==> config.mk <==
export PLATFORM = sky130hd
export DESIGN_NAME = std_gray_counter
export DESIGN_NICKNAME = d
export VERILOG_FILES = /design/src/rtl/std_pkg.sv /design/src/rtl/std_bin2gray.sv /design/src/rtl/std_gray_counter.sv
export SDC_FILE = /design/constraint.sdc
export NUM_CORES = 1
export LEC_CHECK = 0
export ABC_AREA = 1
export CAP_MARGIN = 15
export CORE_MARGIN = 2
export CORE_UTILIZATION = 42
export CTS_CLUSTER_DIAMETER = 200
export DETAILED_ROUTE_END_ITERATION = 6
export PLACE_DENSITY = 0.81
export SLEW_MARGIN = 20
export SYNTH_ARGS = -nofsm -noshare
export SYNTH_HDL_FRONTEND = slang
export SYNTH_HIERARCHICAL = 1
export SYNTH_SLANG_ARGS = --single-unit
==> constraint.sdc <==
create_clock -name clk -period 1.9 [get_ports clk]
set_input_delay 0.19 -clock clk [delete_from_list [all_inputs] [get_ports clk]]
set_output_delay 0.19 -clock clk [all_outputs]
set_load 0.02 [all_outputs]
==> src/rtl/std_pkg.sv <==
// ---------------------------------------------------------------------------
// std_pkg
// Shared definitions for the std_* counter / code-conversion blocks.
//
// Contents:
//   GRAY_MAX_W  - widest value the generic bin2gray helper handles
//   count_op_t  - decoded count request (HOLD / UP / DOWN)
//   bin2gray()  - binary to reflected Gray encoding, width-generic
//   decode_op() - folds the raw inc/dec request pair into a count_op_t
// ---------------------------------------------------------------------------
package std_pkg;

  // Callers zero-extend their DW-bit value up to this width and truncate the
  // result back down. Zero-extension keeps the top Gray bit correct, because
  // the implicit bit above the MSB is zero.
  localparam int GRAY_MAX_W = 64;

  typedef enum logic [1:0] {
    HOLD = 2'd0,
    UP   = 2'd1,
    DOWN = 2'd2
  } count_op_t;

  // Reflected binary Gray code: each Gray bit is the XOR of the matching
  // binary bit and the bit above it.
  function automatic logic [GRAY_MAX_W-1:0] bin2gray(input logic [GRAY_MAX_W-1:0] value);
    return value ^ (value >> 1);
  endfunction

  // Conflicting requests (both inc and dec) cancel out to a hold.
  function automatic count_op_t decode_op(input logic inc, input logic dec);
    count_op_t op;
    op = HOLD;
    if (inc && !dec) begin
      op = UP;
    end else if (dec && !inc) begin
      op = DOWN;
    end
    return op;
  endfunction

endpackage

==> src/rtl/std_bin2gray.sv <==
// ---------------------------------------------------------------------------
// std_bin2gray
// Purely combinational binary-to-Gray encoder, usable wherever a Gray
// encoding is needed (pointer generators, CDC snapshots, etc).
//
// Parameters:
//   DW      - data width in bits (2 .. GRAY_MAX_W)
// Ports:
//   bin_i   - input  [DW-1:0]  binary value
//   gray_o  - output [DW-1:0]  reflected Gray encoding of bin_i
// ---------------------------------------------------------------------------
module std_bin2gray
  import std_pkg::*;
#(
  parameter int DW = 4
) (
  input  logic [DW-1:0] bin_i,
  output logic [DW-1:0] gray_o
);

  if (DW < 2 || DW > GRAY_MAX_W) begin : g_bad_dw
    $error("std_bin2gray: DW must be between 2 and GRAY_MAX_W");
  end

  // Widen to the package helper width and narrow the result back down.
  assign gray_o = DW'(bin2gray(GRAY_MAX_W'(bin_i)));

endmodule

==> src/rtl/std_gray_counter.sv <==
// ---------------------------------------------------------------------------
// std_gray_counter
// Registered binary/Gray up/down counter, intended as the read/write pointer
// generator of an async FIFO. The Gray output comes straight from a flop, so
// a count step toggles exactly one bit and can be sampled safely from another
// clock domain. Loads may change several Gray bits; the caller owns CDC
// safety around loads.
//
// Parameters:
//   DW        - counter width in bits (>= 2)
//   WRAP      - 1: modulo 2^DW wrap-around, 0: saturate at all-ones / zero
//   RST_VAL   - binary value used on reset and clear
// Ports:
//   clk       - input             clock, all state changes on rising edge
//   nreset    - input             synchronous reset, active-low
//   clear     - input             synchronous return to RST_VAL
//   load      - input             load load_bin this cycle
//   load_bin  - input  [DW-1:0]   binary value to load
//   inc       - input             count up request
//   dec       - input             count down request
//   bin       - output [DW-1:0]   registered binary count
//   gray      - output [DW-1:0]   registered Gray encoding of bin
//   gray_next - output [DW-1:0]   combinational Gray encoding of next bin
//   wrap      - output            one-cycle pulse after a wrap step (WRAP=1)
//   sat       - output            held at a limit, request refused (WRAP=0)
// Priority each cycle: nreset > clear > load > count.
// ---------------------------------------------------------------------------
module std_gray_counter
  import std_pkg::*;
#(
  parameter int            DW      = 4,
  parameter bit            WRAP    = 1'b1,
  parameter logic [DW-1:0] RST_VAL = '0
) (
  input  logic          clk,
  input  logic          nreset,
  input  logic          clear,
  input  logic          load,
  input  logic [DW-1:0] load_bin,
  input  logic          inc,
  input  logic          dec,
  output logic [DW-1:0] bin,
  output logic [DW-1:0] gray,
  output logic [DW-1:0] gray_next,
  output logic          wrap,
  output logic          sat
);

  if (DW < 2) begin : g_bad_dw
    $error("std_gray_counter: DW must be at least 2");
  end

  localparam logic [DW-1:0] RST_GRAY = RST_VAL ^ (RST_VAL >> 1);
  localparam logic [DW-1:0] ALL_ONES = '1;
  localparam logic [DW-1:0] ONE      = DW'(1);

  logic [DW-1:0] bin_q, bin_d;
  logic [DW-1:0] gray_q;
  logic          wrap_q, wrap_d;
  logic          sat_q, sat_d;

  count_op_t     count_op;
  logic          at_max;
  logic          at_min;

  assign count_op = decode_op(inc, dec);
  assign at_max   = (bin_q == ALL_ONES);
  assign at_min   = (bin_q == '0);

  // Next-state logic for the binary count and the wrap/sat flags. Reset is
  // folded in here as well so that gray_next always matches what the gray
  // register is about to hold, including during reset. A held cycle drops
  // wrap but leaves sat alone, so a refused request stays flagged until
  // something moves the counter. With WRAP=1 the sat branch is never taken,
  // so sat stays at its reset value of zero; with WRAP=0 wrap is never set.
  always_comb begin
    bin_d  = bin_q;
    wrap_d = 1'b0;
    sat_d  = sat_q;
    if (!nreset || clear) begin
      bin_d = RST_VAL;
      sat_d = 1'b0;
    end else if (load) begin
      bin_d = load_bin;
      sat_d = 1'b0;
    end else begin
      case (count_op)
        UP: begin
          if (!at_max) begin
            bin_d = bin_q + ONE;
            sat_d = 1'b0;
          end else if (WRAP) begin
            bin_d  = '0;
            wrap_d = 1'b1;
            sat_d  = 1'b0;
          end else begin
            sat_d = 1'b1;
          end
        end
        DOWN: begin
          if (!at_min) begin
            bin_d = bin_q - ONE;
            sat_d = 1'b0;
          end else if (WRAP) begin
            bin_d  = ALL_ONES;
            wrap_d = 1'b1;
            sat_d  = 1'b0;
          end else begin
            sat_d = 1'b1;
          end
        end
        default: begin
        end
      endcase
    end
  end

  // Single encoder on the next-state value; the gray flop loads its output,
  // which keeps bin and gray coherent in every cycle.
  std_bin2gray #(
    .DW(DW)
  ) u_bin2gray (
    .bin_i  (bin_d),
    .gray_o (gray_next)
  );

  // State register. The synchronous reset is repeated here explicitly so the
  // flops have a direct reset branch even though bin_d already honours it.
  always_ff @(posedge clk) begin
    if (!nreset) begin
      bin_q  <= RST_VAL;
      gray_q <= RST_GRAY;
      wrap_q <= 1'b0;
      sat_q  <= 1'b0;
    end else begin
      bin_q  <= bin_d;
      gray_q <= gray_next;
      wrap_q <= wrap_d;
      sat_q  <= sat_d;
    end
  end

  assign bin  = bin_q;
  assign gray = gray_q;
  assign wrap = wrap_q;
  assign sat  = sat_q;

endmodule

==> results.yml <==
status:
  status: "complete, but fails checks"
  violations: "setup timing"
worst_setup_path:
  startpoint_type: "register"
  ff2ff_path_depth: 12
  critPathTopFamily: "simple AND/OR/NAND/NOR gates"
  critPathSlowestCell: "dfxtp_4"
  critPathMaxFanout: 4
  cp_cell_sequence: "ha_4 -> nand3_1 -> nand2_1 -> inv_1 -> nand2_1 -> nand2_1 -> nor2_2 -> nor2_4 -> inv_2 -> nand2_1 -> nand2_2 -> buf_6"
  cp.required_ns: 1.71
  crit_arrival_ns: 1.86
  path_common_cell: "nand2_1"
  critPathBufInv: 3
  critPathMaxStageDelay_ns: 0.39
  worstReg2RegStart: "bin[1]$_SDFF_PN0_"
  timing.rr.end: "bin[2]$_SDFF_PN0_"
  rrSetupSlack_ns: -0.06
  worst-setup-path-type: "register to output port"
  end_kind: "output port"
synthesis:
  synth_cell_type_count: 21
  synth_top_area_cell: "dfxtp_1"
  ys_ff_latch: 9
  synth_top_family_by_area: "simple AND/OR/NAND/NOR gates"
  synth_ff_type: "dfxtp_1"
  syn-num-nets: 113
  synthAdderAreaFrac_pct: 7.95
  synth_edf_count: 0
  synth.avg_cell_area_um2: 6.36
  synth_seq_area_share_pct: 28.6
  synth_commonest_cells: "nand2_1 (26), inv_1 (14), nor2_1 (12)"
  synth-xor-area-share_pct: 0
  ys_async_sr_fraction_pct: 0
  yosys_warnings: 6
  synth-simple-area-share_pct: 35.8
  synth_compound_area_share_pct: 11.1
  synth.most_common_cell: "nand2_1"
  synth_top_area_share_pct: 28.6
  synth_mux_area_share_pct: 0
  ys_top_cells_by_area: "dfxtp_1 (29%), nand2_1 (16%), inv_1 (8.3%)"
  synth_area_um2: 629
  syn_inst: 99
placement:
  postPlaceCellArea_um2: 947
  io_buffer_count: 22
  place_congestion: 0.887
  dp_hpwl_mm: 1.43
die:
  start_util_pct: 46.6
  fp.dieArea_um2: 1820
  core_um2: 1350
  die_width_um: 42.7
  dieHeight_um: 42.7
  rows: 13
  pin_count: 24
grt:
  antenna_found_initial: 0
  grt_use_total_pct: 28.7
  grt_pass1_vias: 842
  grt_overflow_total: 0
  grt_pass1_wl_mm: 3.96
  grt_max_degree: 10
sta:
  setup_violations: 4
  finalCritPeriodShare_pct: 108
  holdWs_ns: 0.451
  period_needed_ns: 2.05
  finalMaxSlewViolations: 0
  final.setup_skew_ns: 0.00642
  rsz0062_at_grt: "true"
  fin_ws_ns: -0.147
  fmax_ghz: 0.488
  finalHoldViolCount: 0
routing:
  viasPerCell: 5.64
  drt_iter0_markers: 77
  remaining_drc_errors: 0
  wire_per_inst_um: 18.4
  postRouteAntennaNets: 0
  vias: 936
  first_pass_iters: 4
  wl_mm: 3.06
power:
  p_per_area_nw_per_um2: 526
  p_leak_nw: 0.577
  vdd_ir_drop_max_v: 0.000436
cts:
  ctsRootBufferMaster: "clkbuf_4"
  htreeDepth: 1
  cts.clk_slew.worst_paths_ns: 0.08
  cts_buffers: 3
  clock_latency_ns: 0.27
  cts_sinks: 9
  cts_tree: "yes"
  cts_hold_buf: 0
  clockBufferDepth: 2
final_layout:
  fin_nets: 166
  design_area_um2: 1230
  drive_gt1_share_pct: 48.3
  area_growth_pct: 94.8
  diodes: 0
hold_path:
  min_path_cells: 3
  holdCritPathClass: "input pin to register"
  hold_start: "load"
  min_to: "bin[0]$_SDFF_PN0_"
run:
  max_cap_violations: 0
==> what timing repair did <==
action	CTS	global route
gates resized for setup	37	26
buffers inserted	9	6
endpoints found under the setup margin	4	4
pin swaps	4	16
==> sequential cells by signal (all words and copies together), names as in the netlist <==
register / flops
gray: 4
bin: 4
wrap: 1
==> cell usage in the layout (no fill, tap or decap), drive strengths merged <==
cell type	Yosys	final
nand3	4	4
dfxtp	9	9
o221ai	2	2
ha	4	4
conb	1	1
nand4	3	3
dlymetal6s2s	0	1
clkbuf	0	4
nand2	27	27
o21ai	2	2
nor3	3	3
buf	3	33
nor2	14	14
dlygate4sd2	0	2
o22ai	2	2
inv	19	19
clkdlybuf4s50	0	15
a21oi	6	6
==> stage by stage <==
stage | power (mW) | setup WS (ns) | setup TNS (ns) | std cells | util (%)
2_1_floorplan | 0.306 | 0.135 | 0 | 99 | -
3_5_place_dp | 0.392 | -0.752 | -3.07 | 147 | 70.2
4_1_cts | 0.584 | 0.0101 | 0 | 160 | 81.8
5_1_grt | 0.669 | -0.200 | -0.586 | 166 | 90.8
3_3_place_gp | 0.387 | -0.658 | -2.62 | 147 | 70.2
6_report | 0.645 | -0.147 | -0.345 | 166 | 90.8
==> worst register-to-register path, cell delays in order (launching register included) <==
cell and delay, ns:
dfxtp_4 0.39, inv_2 0.05, ha_4 0.17, nor3_2 0.23, nor3_2 0.09, buf_4 0.13, buf_4 0.12, buf_4 0.12
buf_4 0.12, buf_4 0.13, buf_4 0.12, buf_4 0.12, nor2_1 0.10
==> metal layers <==
layer	vias to the layer above	share of wire, %	track usage, %
met5	-	0	0
met4	0	3.5	18.8
met3	14	8.1	9.79
met2	67	49	43.9
met1	437	39	33.6
li1	418	-	-
==> worst max-delay path by stage <==
| stage | slack (ns) | startpoint | end | cells after the start |
|---|---|---|---|---|
| floorplan | 0.13 | bin[0]$_SDFF_PN0_ | gray[2]$_SDFF_PN0_ | 10 |
| global placement | -0.66 | inc | gray_next[2] | 11 |
| detailed placement | -0.75 | inc | gray_next[2] | 11 |
| CTS | 0.01 | bin[1]$_SDFF_PN0_ | gray_next[1] | 9 |
| global route | -0.20 | bin[1]$_SDFF_PN0_ | gray_next[2] | 10 |
| finish | -0.15 | bin[1]$_SDFF_PN0_ | gray_next[2] | 12 |
==> report_power, final <==
part	switching (mW)	total, mW	leakage, nW	internal [mW]
registers	0.0134	0.210	0.0753	0.197
clock network	0.0837	0.165	0.0150	0.0813
logic	0.138	0.270	0.487	0.132
==> cell type report <==
class,instances,area [µm²]
multi-input combinational,68,475
timing repair buffer,51,440
fill,57,124
sequential,9,189
clock buffer,4,26.3
tap,15,18.8
inverter,19,76.3
==> cells by family (layout without fill, tap and decap cells) <==
| group | count (synthesis) | in the layout |
|---|---|---|
| other cells | 1 | 1 |
| flops | 9 | 9 |
| fa+ha+maj | 4 | 4 |
| buf+inv | 22 | 74 |
| compound gates | 12 | 12 |
| simple gates | 51 | 51 |
Power figures use the tool's default switching activity.
